==> src/rtl/button_step_gen.sv <==
// Front-panel push-button conditioner: 2-FF sync, debounce, step pulses with hold-to-repeat, reset pulse.
// Define BTN_ACCEL_EN to switch to ACCEL_PERIOD after ACCEL_AFTER auto-repeat steps.
module button_step_gen #(
   parameter int DEBOUNCE_CYCLES = 1_000_000,
   parameter int REPEAT_DELAY    = 50_000_000,
   parameter int REPEAT_PERIOD   = 10_000_000,
   parameter int ACCEL_AFTER     = 8,
   parameter int ACCEL_PERIOD    = 2_500_000
) (
   input  logic clk,
   input  logic rst_n,
   input  logic up_raw,
   input  logic down_raw,
   input  logic rst_raw,
   output logic step_up,
   output logic step_down,
   output logic rst_pulse,
   output logic held
);
   localparam int              CW         = $clog2(DEBOUNCE_CYCLES);
   localparam logic [CW-1:0]   DB_LAST    = CW'(DEBOUNCE_CYCLES - 1);
   localparam logic [31:0]     DELAY_LAST = 32'(REPEAT_DELAY - 1);
   // bit order {rst, down, up}; rst_raw is active-low so its released level is 1
   localparam logic [2:0]      RELEASED   = 3'b100;

   typedef enum logic [1:0] {IDLE, DELAY, REPEAT} state_t;
   typedef enum logic [1:0] {NONE, UP, DN} dir_t;

   if (DEBOUNCE_CYCLES < 2 || REPEAT_DELAY < 2 || REPEAT_PERIOD < 2 ||
       ACCEL_AFTER < 0 || ACCEL_PERIOD < 2) begin : g_param_check
      $error("button_step_gen: parameter out of range");
   end

   logic [2:0]    raw;
   logic [2:0]    sync_p0;
   logic [2:0]    sync_p1;
   logic [2:0]    db;
   logic [CW-1:0] db_cnt [3];
   logic          db_rst_q;
   logic          rst_fall;
   state_t        state;
   dir_t          dir;
   dir_t          run_dir;
   logic [31:0]   tmr;
   logic [31:0]   period_last;

   assign raw      = {rst_raw, down_raw, up_raw};
   assign rst_fall = db_rst_q & ~db[2];

   // sync_p0 -> sync_p1 synchroniser, then per-button debounce counter
   always_ff @(posedge clk or negedge rst_n) begin
      if (!rst_n) begin
         sync_p0  <= RELEASED;
         sync_p1  <= RELEASED;
         db       <= RELEASED;
         db_rst_q <= 1'b1;
         for (int i = 0; i < 3; i++) db_cnt[i] <= '0;
      end else begin
         sync_p0  <= raw;
         sync_p1  <= sync_p0;
         db_rst_q <= db[2];
         for (int i = 0; i < 3; i++) begin
            if (sync_p1[i] == db[i]) begin
               db_cnt[i] <= '0;
            end else if (db_cnt[i] == DB_LAST) begin
               db[i]     <= sync_p1[i];
               db_cnt[i] <= '0;
            end else begin
               db_cnt[i] <= db_cnt[i] + 1'b1;
            end
         end
      end
   end

   always_comb begin
      dir = NONE;
      if (db[0] && !db[1])      dir = UP;
      else if (db[1] && !db[0]) dir = DN;
   end

`ifdef BTN_ACCEL_EN
   logic [7:0] rep_cnt;

   assign period_last = (int'(rep_cnt) >= ACCEL_AFTER) ? 32'(ACCEL_PERIOD - 1)
                                                       : 32'(REPEAT_PERIOD - 1);

   always_ff @(posedge clk or negedge rst_n) begin
      if (!rst_n)
         rep_cnt <= '0;
      else if (state != REPEAT || rst_fall || dir != run_dir)
         rep_cnt <= '0;
      else if (tmr == period_last && rep_cnt != 8'hFF)
         rep_cnt <= rep_cnt + 8'd1;
   end
`else
   assign period_last = 32'(REPEAT_PERIOD - 1);
`endif

   // step FSM: outputs are registered alongside the state
   always_ff @(posedge clk or negedge rst_n) begin
      if (!rst_n) begin
         state     <= IDLE;
         run_dir   <= NONE;
         tmr       <= '0;
         step_up   <= 1'b0;
         step_down <= 1'b0;
         rst_pulse <= 1'b0;
         held      <= 1'b0;
      end else begin
         step_up   <= 1'b0;
         step_down <= 1'b0;
         rst_pulse <= rst_fall;
         if (rst_fall) begin
            // reset press wins over any step due now; a held direction re-arms from IDLE
            state <= IDLE;
            held  <= 1'b0;
            tmr   <= '0;
         end else begin
            unique case (state)
               IDLE: begin
                  if (dir != NONE) begin
                     step_up   <= (dir == UP);
                     step_down <= (dir == DN);
                     run_dir   <= dir;
                     tmr       <= '0;
                     state     <= DELAY;
                     held      <= 1'b1;
                  end
               end
               DELAY: begin
                  if (dir != run_dir) begin
                     state <= IDLE;
                     held  <= 1'b0;
                  end else if (tmr == DELAY_LAST) begin
                     step_up   <= (run_dir == UP);
                     step_down <= (run_dir == DN);
                     tmr       <= '0;
                     state     <= REPEAT;
                  end else begin
                     tmr <= tmr + 32'd1;
                  end
               end
               REPEAT: begin
                  if (dir != run_dir) begin
                     state <= IDLE;
                     held  <= 1'b0;
                  end else if (tmr == period_last) begin
                     step_up   <= (run_dir == UP);
                     step_down <= (run_dir == DN);
                     tmr       <= '0;
                  end else begin
                     tmr <= tmr + 32'd1;
                  end
               end
               default: begin
                  state <= IDLE;
                  held  <= 1'b0;
               end
            endcase
         end
      end
   end
endmodule

==> config.mk <==
export PLATFORM = sky130hd
export DESIGN_NAME = button_step_gen
export DESIGN_NICKNAME = d
export VERILOG_FILES = /design/src/rtl/button_step_gen.sv
export SDC_FILE = /design/constraint.sdc
export NUM_CORES = 1
export LEC_CHECK = 0
export ABC_AREA = 1
export BUFFER_PORTS_ARGS = -buffer_cell sky130_fd_sc_hd__buf_2
export CORE_ASPECT_RATIO = 1.75
export CORE_MARGIN = 2
export CORE_UTILIZATION = 47
export CTS_BUF_LIST = sky130_fd_sc_hd__clkbuf_4 sky130_fd_sc_hd__clkbuf_8
export DETAILED_ROUTE_END_ITERATION = 12
export PLACE_DENSITY = 0.74
export SETUP_SLACK_MARGIN = 0.1
export SLEW_MARGIN = 20
export SYNTH_ARGS = -nofsm -noshare
export SYNTH_HDL_FRONTEND = slang
export SYNTH_SLANG_ARGS = --single-unit
==> constraint.sdc <==
create_clock -name clk -period 1.84 [get_ports clk]
set_input_delay 0.46 -clock clk [delete_from_list [all_inputs] [get_ports clk]]
set_output_delay 0.46 -clock clk [all_outputs]
set_load 0.05 [all_outputs]
== After elaboration in Yosys (flattened, before gate mapping) ==
Cells that the tools add are included.
Operators by class
  bitwise logic cells: 6
  $add $sub $neg: 4
  equality and inequality tests: 21
  muxes and demuxes: 39
  reductions and logical operators: 15
Operator list (number)
  two-way mux 32 bit: 6
  two-way mux 20 bit: 6
  case mux 32 bit (3 select lines): 1
  adder 20 x 1 -> 20 bit (second input constant): 3
  equality test 20 bit (second input constant): 3
  adder 32 x 1 -> 32 bit (second input constant): 1
  equality test 32 x 24 -> 1 bit (second input constant): 1
  equality test 32 x 26 -> 1 bit (second input constant): 1
  two-way mux 1 bit: 15
  two-way mux 2 bit: 7
  inequality test 3 bit (second input constant): 4
  AND reduction 2 bit: 4
  equality test 2 x 1 -> 1 bit (second input constant): 3
  equality test 2 bit (second input constant): 3
  case mux 1 bit (3 select lines): 2
  case mux 2 bit (3 select lines): 1
  AND reduction 3 bit: 2
  NOT 1 bit: 5
  inequality test 4 bit (second input constant): 1
  AND reduction 4 bit: 1
  nonzero test 4 bit: 1
  equality test 1 bit: 3
  inequality test 3 x 1 -> 1 bit (second input constant): 1
  logical AND 1 bit: 2
  other kinds (7): 8
Word-level totals
  output and inout port bits: 4
  input port bits: 5
  register bits: 110
  word-level logic and storage cells: 101

== Logic depth before layout (Yosys ltp) ==
  depth in word-level cells: 8
  gate-level depth with buffers: 14
  mapped depth without buffers: 13

== Least setup slack after synthesis ==
Ideal clock, no wire load.
  kind: register to register
  from: register db[1]
  to: register tmr[24]
  data required time: 1727 ps
  arrival time: 1636 ps
  setup slack: 91 ps
  library setup time: 113 ps
  stages on the path, launching flop included: 13
  cells stage by stage: dfrtp_1 > inv_1 > ha_1 > xnor2_1 > nand2_1 > nand3_1 > nand2_1 > nor2_2 > buf_4 > buf_6 > nand2_1 > nand2_1 > inv_1
On the way
  cells in the longest elaborated chain, start to end: 6
  elaborated cells between the ends (all ways): 11
  classes of those cells: eq/ne: 4; mux: 2; reduce/logical: 5
RTL lines
  start, declared: line 37  | logic [2:0] db;
  start signal, assigned by index: line 66  | db[i] <= sync_p1[i];
  zero test 1 bit (*): line 77  | if (db[0] && !db[1]) dir = UP;
  logical AND 1 bit (*): line 77
  two-way mux 2 bit (*): line 77
  named net dir[0]: line 42  | dir_t dir;
  inequality test 2 bit or nonzero test 2 bit (tied branches): line 131, 144, 121
  inequality test 3 bit (no source line)
  AND reduction 4 bit (no source line) (*)
  end signal, assigned: line 140  | tmr <= tmr + 32'd1;
  end signal, assigned: line 152  | tmr <= tmr + 32'd1;
  end, declared: line 44  | logic [31:0] tmr;
The timed path passes the listed nets; every way through them passes the cells marked *.
A chain may end at the register's enable or synchronous reset.

== Worst setup path after layout ==
  from: register db[1]
  to: register tmr[22]
On the way
  cells in the longest elaborated chain, start to end: 6
  elaborated cells between the ends (all ways): 11
  classes of those cells: eq/ne: 4; mux: 2; reduce/logical: 5
RTL lines (line)
  logical AND 1 bit or zero test 1 bit (tied branches): 78, 77
  two-way mux 2 bit or logical AND 1 bit (tied branches): 78, 77
  two-way mux 2 bit (*): 77
  inequality test 2 bit or nonzero test 2 bit (tied branches): 131, 144, 121
  inequality test 3 bit (no source line)
  AND reduction 4 bit (no source line) (*)
Every way passes the cells marked *; elsewhere a longest branch is shown, timed or not.

==> flow_metrics.tcl <==
set metrics [dict create \
    syn-num-nets 920 \
    met2_usage 0.434 \
    post-place-cells 1152 \
    slew_headroom 0.614 \
    end_kind "register" \
    drt_pass1_iterations 6 \
    synthesis.instances 903 \
    dp_hpwl_um 12700 \
    overflow 0 \
    grt_pass1_vias 6353 \
    worst_pin_slew_ns 0.575 \
    path_buf_inv 4 \
    setup_viol 9 \
    worstPathCellList "buf_4 > ha_1 > nand2_2 > nand2_2 > nor2_4 > buf_6 > buf_12 > nand3_1 > nand2_1 > nand2_1 > inv_1" \
    fill_cells 1176 \
    die_area_um2 14900 \
    grt.busiest_layer "met2" \
    cellLeakagePower_nw 3.70 \
    fin_skew_ns 0.0189 \
    finalCritPeriodShare 1.02 \
    ys_seq_area_frac 0.421 \
    drt_iter0_markers 442 \
    crit_path_max_fanout 5 \
    p_per_area_nw_per_um2 491 \
    grt_max_degree 43 \
    ys_types 43 \
    hold_path_class "input port to async pin" \
    cp.depth 11 \
    diodes 0 \
    rows 57 \
    setup_tns_ns -0.129 \
    fin_nets 1033 \
    final_cell_mix "nand2_1 (191), nor2_1 (128), inv_1 (110), dfrtp_1 (104), buf_4 (86)" \
    violations "negative setup slack" \
    instances_no_fill 1198 \
    path_delay_family "simple AND/OR/NAND/NOR gates" \
    fmax_mhz 533 \
    fp.coreArea_um2 13800 \
    cts-buffers-inserted 9 \
    path_clk_slew_ns 0.11 \
    clock_latency_ns 0.38 \
    cts_hold_buf 0 \
    synth_edf_count 0 \
    hold_ws_ns 0.00576 \
    hold_violations 0 \
    ys_seq_elements 110 \
    grt.total_usage 0.245 \
    rsz0062_at_grt "true" \
    final_common_cell "nand2_1" \
    antenna_left 0 \
    cp.required_ns 2.17 \
    cts_max_path_buffers 2 \
    crit_type "register to register" \
    synth_area_um2 6550 \
    die_h_um 160 \
    ir_worst_vdd_v 0.000526 \
    tritoncts "built" \
    reg2reg_from "db[1]" \
    fp.dieW_um 93.2 \
    vias_per_cell 5.35 \
    setup_slack_ns -0.0376 \
    initial_core_util 0.476 \
    slowest_stage "dfrtp_2" \
    cp-start-kind "register" \
    synthArstFlopShare 1.00 \
    routedWlPerCell_um 15.6 \
    yosys_warnings 0 \
    drc 0 \
    grt_util_met3 0.0340 \
    clkSinkCount 110 \
    htreeDepth 3 \
    ios 9 \
    drive_gt1_frac 0.262 \
    num_vias 6409 \
    maxCapViolCount 0 \
    period_needed_ns 1.88 \
    r2r_cells 11 \
    cp.arrival_ns 2.21 \
    synthFlopType "dfrtp_1" \
    critPathLaunch "db[1]" \
    totalWireLength_um 18700 \
    antenna_found_initial 0 \
    outcome "finished, violations left" \
    avgSynthCellArea_um2 7.25 \
    cpPeakStageDelay_ns 0.45 \
    synthToLayoutAreaGrowth_pct 27.2 \
    grt_use_met1 0.250 \
    grt_pass1_wl_um 28900 \
    port_buffers 8 \
    gp_congestion 0.965 \
    cts_root_buf "clkbuf_8" \
    slew_violations 0 \
]
-- what timing repair did --
| action | in CTS | in global routing |
|---|---|---|
| gates cloned | 4 | 4 |
| endpoints found under the setup margin | 57 | 72 |
| pin swaps | 10 | 32 |
| gates resized for setup | 31 | 111 |
| setup buffers | 7 | 15 |
| endpoints found under the hold margin | 0 | 0 |
-- cell usage after synthesis (3+ instances only) --
cell type,n,area (um^2)
a21boi_1,3,22.5
dfstp_2,4,105
nor3b_1,7,52.6
buf_2,6,30.0
nor3_1,41,205
nand4_1,24,150
nor2_2,9,56.3
xnor2_1,9,78.8
nor4_1,5,31.3
dfrtp_1,106,2650
ha_1,12,150
o21ai_0,19,95.1
a31oi_1,7,43.8
a21oi_1,33,165
or2_2,6,37.5
nand3_1,66,330
xor2_1,19,166
nand2_1,218,818
nand3b_1,5,37.5
nor2_1,145,544
inv_2,4,15.0
nor2_4,4,45.0
inv_1,122,458
nand2_2,4,25.0
-- area by class of cell --
type	instances	area, um^2	share of cell area
Inverter	127	477	0.0572
Tap cell	177	221	0.0266
Timing Repair Buffer	111	997	0.120
Sequential cell	110	2760	0.331
Clock inverter	5	41.3	0.00495
Multi-Input combinational cell	657	3690	0.443
Clock buffer	11	145	0.0174
-- state kept, by name (all words and copies together) (netlist names) --
name,count
tmr,32
state,2
run_dir,2
step_down,1
db,3
step_up,1
rst_pulse,1
sync_p0,3
db_rst_q,1
db_cnt,60
held,1
sync_p1,3
-- kinds of logic (layout without fill, tap and decap cells) --
kind of cell	Yosys count	count (layout)	share of synthesized area
adders and majority gates	12	12	0.0229
DFF	110	110	0.421
AOI/OAI and AO/OA	68	68	0.0573
xor gates and xnor gates	28	28	0.0374
muxes	1	1	0.00172
buffers and inverters	138	254	0.0831
and+or+nand+nor	546	548	0.376
-- report_power, final --
| group | switching [mW] | internal (mW) | total (mW) | leakage, nW |
|---|---|---|---|---|
| sequential | 0.0188 | 2.44 | 2.46 | 1.50 |
| clock | 0.904 | 0.565 | 1.47 | 0.0957 |
| combinational | 0.105 | 0.0570 | 0.162 | 2.10 |
| total | 1.03 | 3.06 | 4.09 | 3.70 |
-- worst paths after layout --
| kind | to | slack (ns) |
|---|---|---|
| max in group asynchronous | sync_p1[2] | 1.23 |
| setup reg to reg | tmr[22] | -0.04 |
| hold reg to reg | sync_p1[2] | 0.36 |
| setup / recovery | tmr[22] | -0.04 |
| min in group clk | sync_p0[0] | 0.17 |
| hold / removal | db_cnt[0] | 0.006 |
-- routing by layer --
layer  vias to the layer above  part of all wire
met1                      2975              0.35
met4                         0             0.081
met5                         -                 0
met3                        96             0.043
li1                       3105                 -
met2                       233              0.52
-- through the flow --
stage,setup WS (ns),area (um^2),total power [mW],util
2_1_floorplan,0.0972,6550,2.55,-
3_3_place_gp,0.0383,7350,2.64,0.534
3_5_place_dp,-0.0140,7350,2.64,0.534
4_1_cts,0.0667,7750,4.10,0.563
5_1_grt,-0.152,8330,4.21,0.605
6_report,-0.0376,8330,4.09,0.605
-- worst register-to-register path: cells and delay by family, from the launching register on --
family | cells | cell delay, ns
adder cells (fa/ha/maj) | 1 | 0.30
buffers and inverters | 4 | 0.47
flip-flops | 1 | 0.45
AND/OR/NAND/NOR | 6 | 0.61
(Power assumes the default switching activity.)
